**config.mk**
```make
export PLATFORM = sky130hd
export DESIGN_NAME = intake_loader
export DESIGN_NICKNAME = d
export VERILOG_FILES = /design/src/rtl/intake_loader.sv
export SDC_FILE = /design/constraint.sdc
export NUM_CORES = 1
export LEC_CHECK = 0
export ABC_AREA = 0
export BUFFER_PORTS_ARGS = -buffer_cell sky130_fd_sc_hd__buf_2
export CAP_MARGIN = 30
export CORE_ASPECT_RATIO = 1.75
export CORE_MARGIN = 5
export CORE_UTILIZATION = 55
export CTS_BUF_LIST = sky130_fd_sc_hd__clkbuf_8 sky130_fd_sc_hd__clkbuf_16
export DETAILED_ROUTE_END_ITERATION = 10
export PLACE_DENSITY_LB_ADDON = 0.1
export REMOVE_ABC_BUFFERS = 1
export SLEW_MARGIN = 5
export SYNTH_ARGS = -nofsm -noshare
export SYNTH_HDL_FRONTEND = slang
export SYNTH_SLANG_ARGS = --single-unit
```
**constraint.sdc**
```tcl
create_clock -name clk -period 5.1 [get_ports clk]
set_input_delay 1.02 -clock clk [delete_from_list [all_inputs] [get_ports clk]]
set_output_delay 1.02 -clock clk [all_outputs]
set_load 0.01 [all_outputs]
```
**src/rtl/intake_loader.sv**
```systemverilog
// Serial decimal capacity entry: accumulates digits, range-checks on enter, issues a one-cycle
// give_valid to the prime finder, then waits for out_valid or a watchdog before accepting more.
module intake_loader #(
  parameter int unsigned MIN_INTAKE = 3,
  parameter int unsigned MAX_INTAKE = 9972,
  parameter int unsigned MAX_DIGITS = 4,
  parameter int unsigned WAIT_LIMIT = 4096
) (
  input  logic        clk,
  input  logic        reset,
  input  logic        digit_valid,
  input  logic [3:0]  digit,
  input  logic        digit_enter,
  input  logic        out_valid,
  output logic        ready,
  output logic [13:0] Intake,
  output logic        give_valid,
  output logic        entry_err,
  output logic        timeout
);

  localparam int unsigned CntW = $clog2(MAX_DIGITS + 1);

  typedef enum logic [1:0] {StCollect, StIssue, StWait} state_e;

  state_e          state_q, state_d;
  logic [13:0]     acc_q, acc_d;
  logic [13:0]     intake_q, intake_d;
  logic [CntW-1:0] cnt_q, cnt_d;
  logic [15:0]     wcnt_q, wcnt_d;
  logic            give_q, give_d;
  logic            err_q, err_d;
  logic            tout_q, tout_d;

  logic [16:0]     acc_mul;
  logic            digit_ok;
  logic            in_range;
  logic            wait_last;

  // The 9999 bound can never trip with MAX_DIGITS=4; it guards wider digit counts.
  assign acc_mul   = 17'(acc_q) * 17'd10 + 17'(digit);
  assign digit_ok  = (digit <= 4'd9) && (cnt_q < CntW'(MAX_DIGITS)) && (acc_mul <= 17'd9999);
  assign in_range  = (acc_q >= 14'(MIN_INTAKE)) && (acc_q <= 14'(MAX_INTAKE));
  // Fires on the edge where wcnt would step onto WAIT_LIMIT-1.
  assign wait_last = (17'(wcnt_q) + 17'd1) >= (17'(WAIT_LIMIT) - 17'd1);

  always_comb begin
    state_d  = state_q;
    acc_d    = acc_q;
    intake_d = intake_q;
    cnt_d    = cnt_q;
    wcnt_d   = wcnt_q;
    give_d   = 1'b0;
    err_d    = 1'b0;
    tout_d   = 1'b0;

    unique case (state_q)
      StCollect: begin
        if (digit_enter) begin
          // Enter wins over a same-cycle digit and is judged on the current accumulator.
          if (cnt_q == '0) begin
            err_d = 1'b1;
          end else if (!in_range) begin
            err_d = 1'b1;
            acc_d = '0;
            cnt_d = '0;
          end else begin
            intake_d = acc_q;
            give_d   = 1'b1;
            state_d  = StIssue;
          end
        end else if (digit_valid) begin
          if (digit_ok) begin
            acc_d = acc_mul[13:0];
            cnt_d = cnt_q + 1'b1;
          end else begin
            err_d = 1'b1;
          end
        end
      end
      StIssue: begin
        acc_d   = '0;
        cnt_d   = '0;
        wcnt_d  = '0;
        state_d = StWait;
      end
      StWait: begin
        if (out_valid) begin
          state_d = StCollect;
        end else begin
          wcnt_d = wcnt_q + 16'd1;
          if (wait_last) begin
            tout_d  = 1'b1;
            state_d = StCollect;
          end
        end
      end
      default: state_d = StCollect;
    endcase
  end

  always_ff @(posedge clk or negedge reset) begin
    if (!reset) begin
      state_q  <= StCollect;
      acc_q    <= '0;
      intake_q <= '0;
      cnt_q    <= '0;
      wcnt_q   <= '0;
      give_q   <= 1'b0;
      err_q    <= 1'b0;
      tout_q   <= 1'b0;
    end else begin
      state_q  <= state_d;
      acc_q    <= acc_d;
      intake_q <= intake_d;
      cnt_q    <= cnt_d;
      wcnt_q   <= wcnt_d;
      give_q   <= give_d;
      err_q    <= err_d;
      tout_q   <= tout_d;
    end
  end

  assign ready      = (state_q == StCollect);
  assign Intake     = intake_q;
  assign give_valid = give_q;
  assign entry_err  = err_q;
  assign timeout    = tout_q;

endmodule

```
==> results.yml <==
clocking:
  postCtsHoldBufs: 0
  clock_sink_count: 52
  h-tree-depth: 2
  clk-insertion-delay-late_ps: 290
  cts_buffer_depth: 2
  cts_resized: 0
  postCtsSetupBuffers: 0
  clock_tree.root_cell: "sky130_fd_sc_hd__clkbuf_16"
  clkTransAtPathRegs_ps: 70
  clock_tree_from_tritoncts: "done"
  cts_inserted_buffers: 5
floorplanning:
  fp.dieArea_um2: 8790
  placementRows: 40
  coreArea_um2: 6810
  number_of_placed_i_o_pins: 27
  die_h_um: 120
  initial_utilization: 0.562
  die-width_um: 73.1
sta:
  hold_viol: 0
  final.setup_skew_ps: 3.93
  sum_of_negative_setup_slack_ps: 0
  timing.final.max_slew_violations: 0
  worst_slew_pin_slew_ps: 847
  worst_slew_margin_rel: 0.433
  final.hold.worst_slack_ps: 505
  min_period_ps: 4210
  rsz0062_at_grt: "no"
  finalCritPeriodShare: 0.826
  fmaxAchievable_mhz: 237
  total_setup_violations_reported_at_the_end_of_the_flow: 0
finish:
  final_cell_mix: "sky130_fd_sc_hd__dfrtp_1, sky130_fd_sc_hd__nor2_1, sky130_fd_sc_hd__nand2_1"
  postLayoutCellArea_um2: 4130
  filler_instances: 642
  mostFrequentLayoutCell: "sky130_fd_sc_hd__dfrtp_1"
  syn2layout_area_growth_pct: 8.01
  n_antenna_cell: 0
  final_net_count: 478
  final_cell_count_no_fill: 520
  final_layout_size_suffix_gt1_frac: 0.149
placement:
  port-buffer-count: 26
  place_area_um2: 4000
  gp_congestion: 0.888
  number_of_placed_instances_with_taps_included: 513
  dpl.hpwl_mm: 7.06
global_routing:
  grt_pass1_vias: 3302
  grt_antenna_before_repair: 0
  grt_overflow: 0
  first_pass_grt_wire_length_mm: 15.6
  globalRouteTotalUtil: 0.224
  grt_max_degree: 53
setup_path:
  cp.required_ps: 5280
  crit_end_category: "flip-flop"
  regToRegSetupSlack_ps: 890
  cp_cell_sequence: "ha_1 > ha_1 > inv_1 > fa_1 > and2b_1 > o221ai_2 > o221a_2 > o221ai_1 > nor4b_4 > nand4_1 > and3_1 > and4b_4 > o21a_4 > mux2_2"
  critical_path_s_slowest_cell: "sky130_fd_sc_hd__dfrtp_1"
  arrival_ps: 4390
  reg2reg_from: "acc_q[1]$_DFFE_PN0P_"
  critPathMostFrequentCell: "sky130_fd_sc_hd__ha_1"
  critPathBufInv: 1
  cp_top_family: "simple AND/OR/NAND/NOR gates"
  path_max_fanout: 12
  critical_path_class: "reg -> reg"
  worst_setup_path_startpoint: "acc_q[1]$_DFFE_PN0P_"
  worstSetupStartpointType: "flip-flop"
  crit_path_max_incr_delay_ps: 460
synth:
  synth_area_leaders: "sky130_fd_sc_hd__dfrtp_1, sky130_fd_sc_hd__ha_1, sky130_fd_sc_hd__mux2_2"
  synth_top_area_share: 0.340
  synth_top_area_cell: "sky130_fd_sc_hd__dfrtp_1"
  post_synth_inst_count: 418
  synth-edff-count: 0
  yosysSeqAreaShare: 0.340
  synth_async_sr_flop_share: 1.00
  syn-mean-instance-area_um2: 9.15
  ys_seq_elements: 52
  netlist_area_um2: 3830
  netlist-cell-type-count: 66
  synthFlopType: "sky130_fd_sc_hd__dfrtp_1"
  yosys_warning_count: 0
worst_hold_path:
  worstHoldPathType: "reg -> reg"
  timing.hold.worst.start: "Intake[11]$_DFFE_PN0P_"
detailed_routing:
  vias_per_cell: 6.06
  routed_wire_length_per_instance_um: 17.4
  antenna_left: 0
  num_vias: 3152
  drt_pre_antenna_iters: 4
  dr.first_iter.drc_count: 159
  drt-total-wl_mm: 9.03
  post-route-drc-count: 0
power_and_ir_drop:
  leak_nw: 1.92
  power_density_nw_per_um2: 523
  worst_ir_drop_vdd_mv: 0.382
job:
  maxCapViolations: 0
status:
  status: "complete, no violations"
-- state kept, by name, indices dropped and copies added (netlist names) --
register	cells
timeout	1
wcnt_q	16
state_q	2
acc_q	14
Intake	14
cnt_q	3
entry_err	1
give_valid	1
-- metal layers --
layer | share of wire | track usage
met5 | 0 | 0
met4 | 0.037 | 0.103
met3 | 0.018 | 0.0241
met2 | 0.56 | 0.419
met1 | 0.38 | 0.242
-- stage by stage --
stage | power, W | worst slack [ps] | utilization
floorplan | 0.00153 | 1270 | -
global placement | 0.00182 | 1010 | 0.587
detailed placement | 0.00184 | 883 | 0.587
CTS | 0.00217 | 874 | 0.607
global route | 0.00234 | 567 | 0.607
finish | 0.00216 | 887 | 0.607
-- worst paths after layout --
check | end | cells after the start
worst max-delay path | acc_q[5]$_DFFE_PN0P_ | 14
worst min-delay path | Intake[11]$_DFFE_PN0P_ | 1
worst max register to register | acc_q[5]$_DFFE_PN0P_ | 14
worst min register to register | Intake[11]$_DFFE_PN0P_ | 1
max in group asynchronous | Intake[0]$_DFFE_PN0P_ | 2
min in group asynchronous | wcnt_q[4]$_DFFE_PN0P_ | 2
-- where the power goes --
part / switching (W) / internal (W) / leakage, nW
registers: 0.000112 / 0.000519 / 0.705
logic: 0.000685 / 0.000523 / 1.15
clock network: 0.000145 / 0.000178 / 0.0657
-- kinds of logic (layout without fill, tap and decap cells) --
logic type               Yosys count  count (layout)  share of synthesized area
adder cells (fa/ha/maj)           33              33                      0.112
multiplexers                      28              28                     0.0801
flip-flops                        52              52                      0.340
XOR/XNOR                          23              23                     0.0566
AND/OR/NAND/NOR                  157             157                      0.211
buffers and inverters             32              50                     0.0350
AO/OA/AOI/OAI                     93              93                      0.165
-- cells in the mapped netlist, types with 9 or more instances --
cell,count
sky130_fd_sc_hd__dfrtp_1,52
sky130_fd_sc_hd__nand2_1,39
sky130_fd_sc_hd__nor2_1,39
sky130_fd_sc_hd__o21ai_0,32
sky130_fd_sc_hd__ha_1,31
sky130_fd_sc_hd__a21oi_1,18
sky130_fd_sc_hd__nand3_1,18
sky130_fd_sc_hd__inv_1,16
sky130_fd_sc_hd__mux2_2,16
sky130_fd_sc_hd__and3_1,13
sky130_fd_sc_hd__xnor2_1,11
sky130_fd_sc_hd__mux2i_1,10
sky130_fd_sc_hd__xor2_1,10
sky130_fd_sc_hd__clkbuf_1,9
sky130_fd_sc_hd__nor3_1,9
-- layout make-up --
cell class,count,area (um2),share of cell area
inverters,16,60.1,0.0145
flip-flops and latches,52,1300,0.315
clock buffers,5,125,0.0303
well taps,84,105,0.0254
clock inverters,2,12.5,0.00303
repair buffers,27,138,0.0333
multi-input cells,334,2390,0.579
No activity file was read; power rests on OpenSTA's default activity.
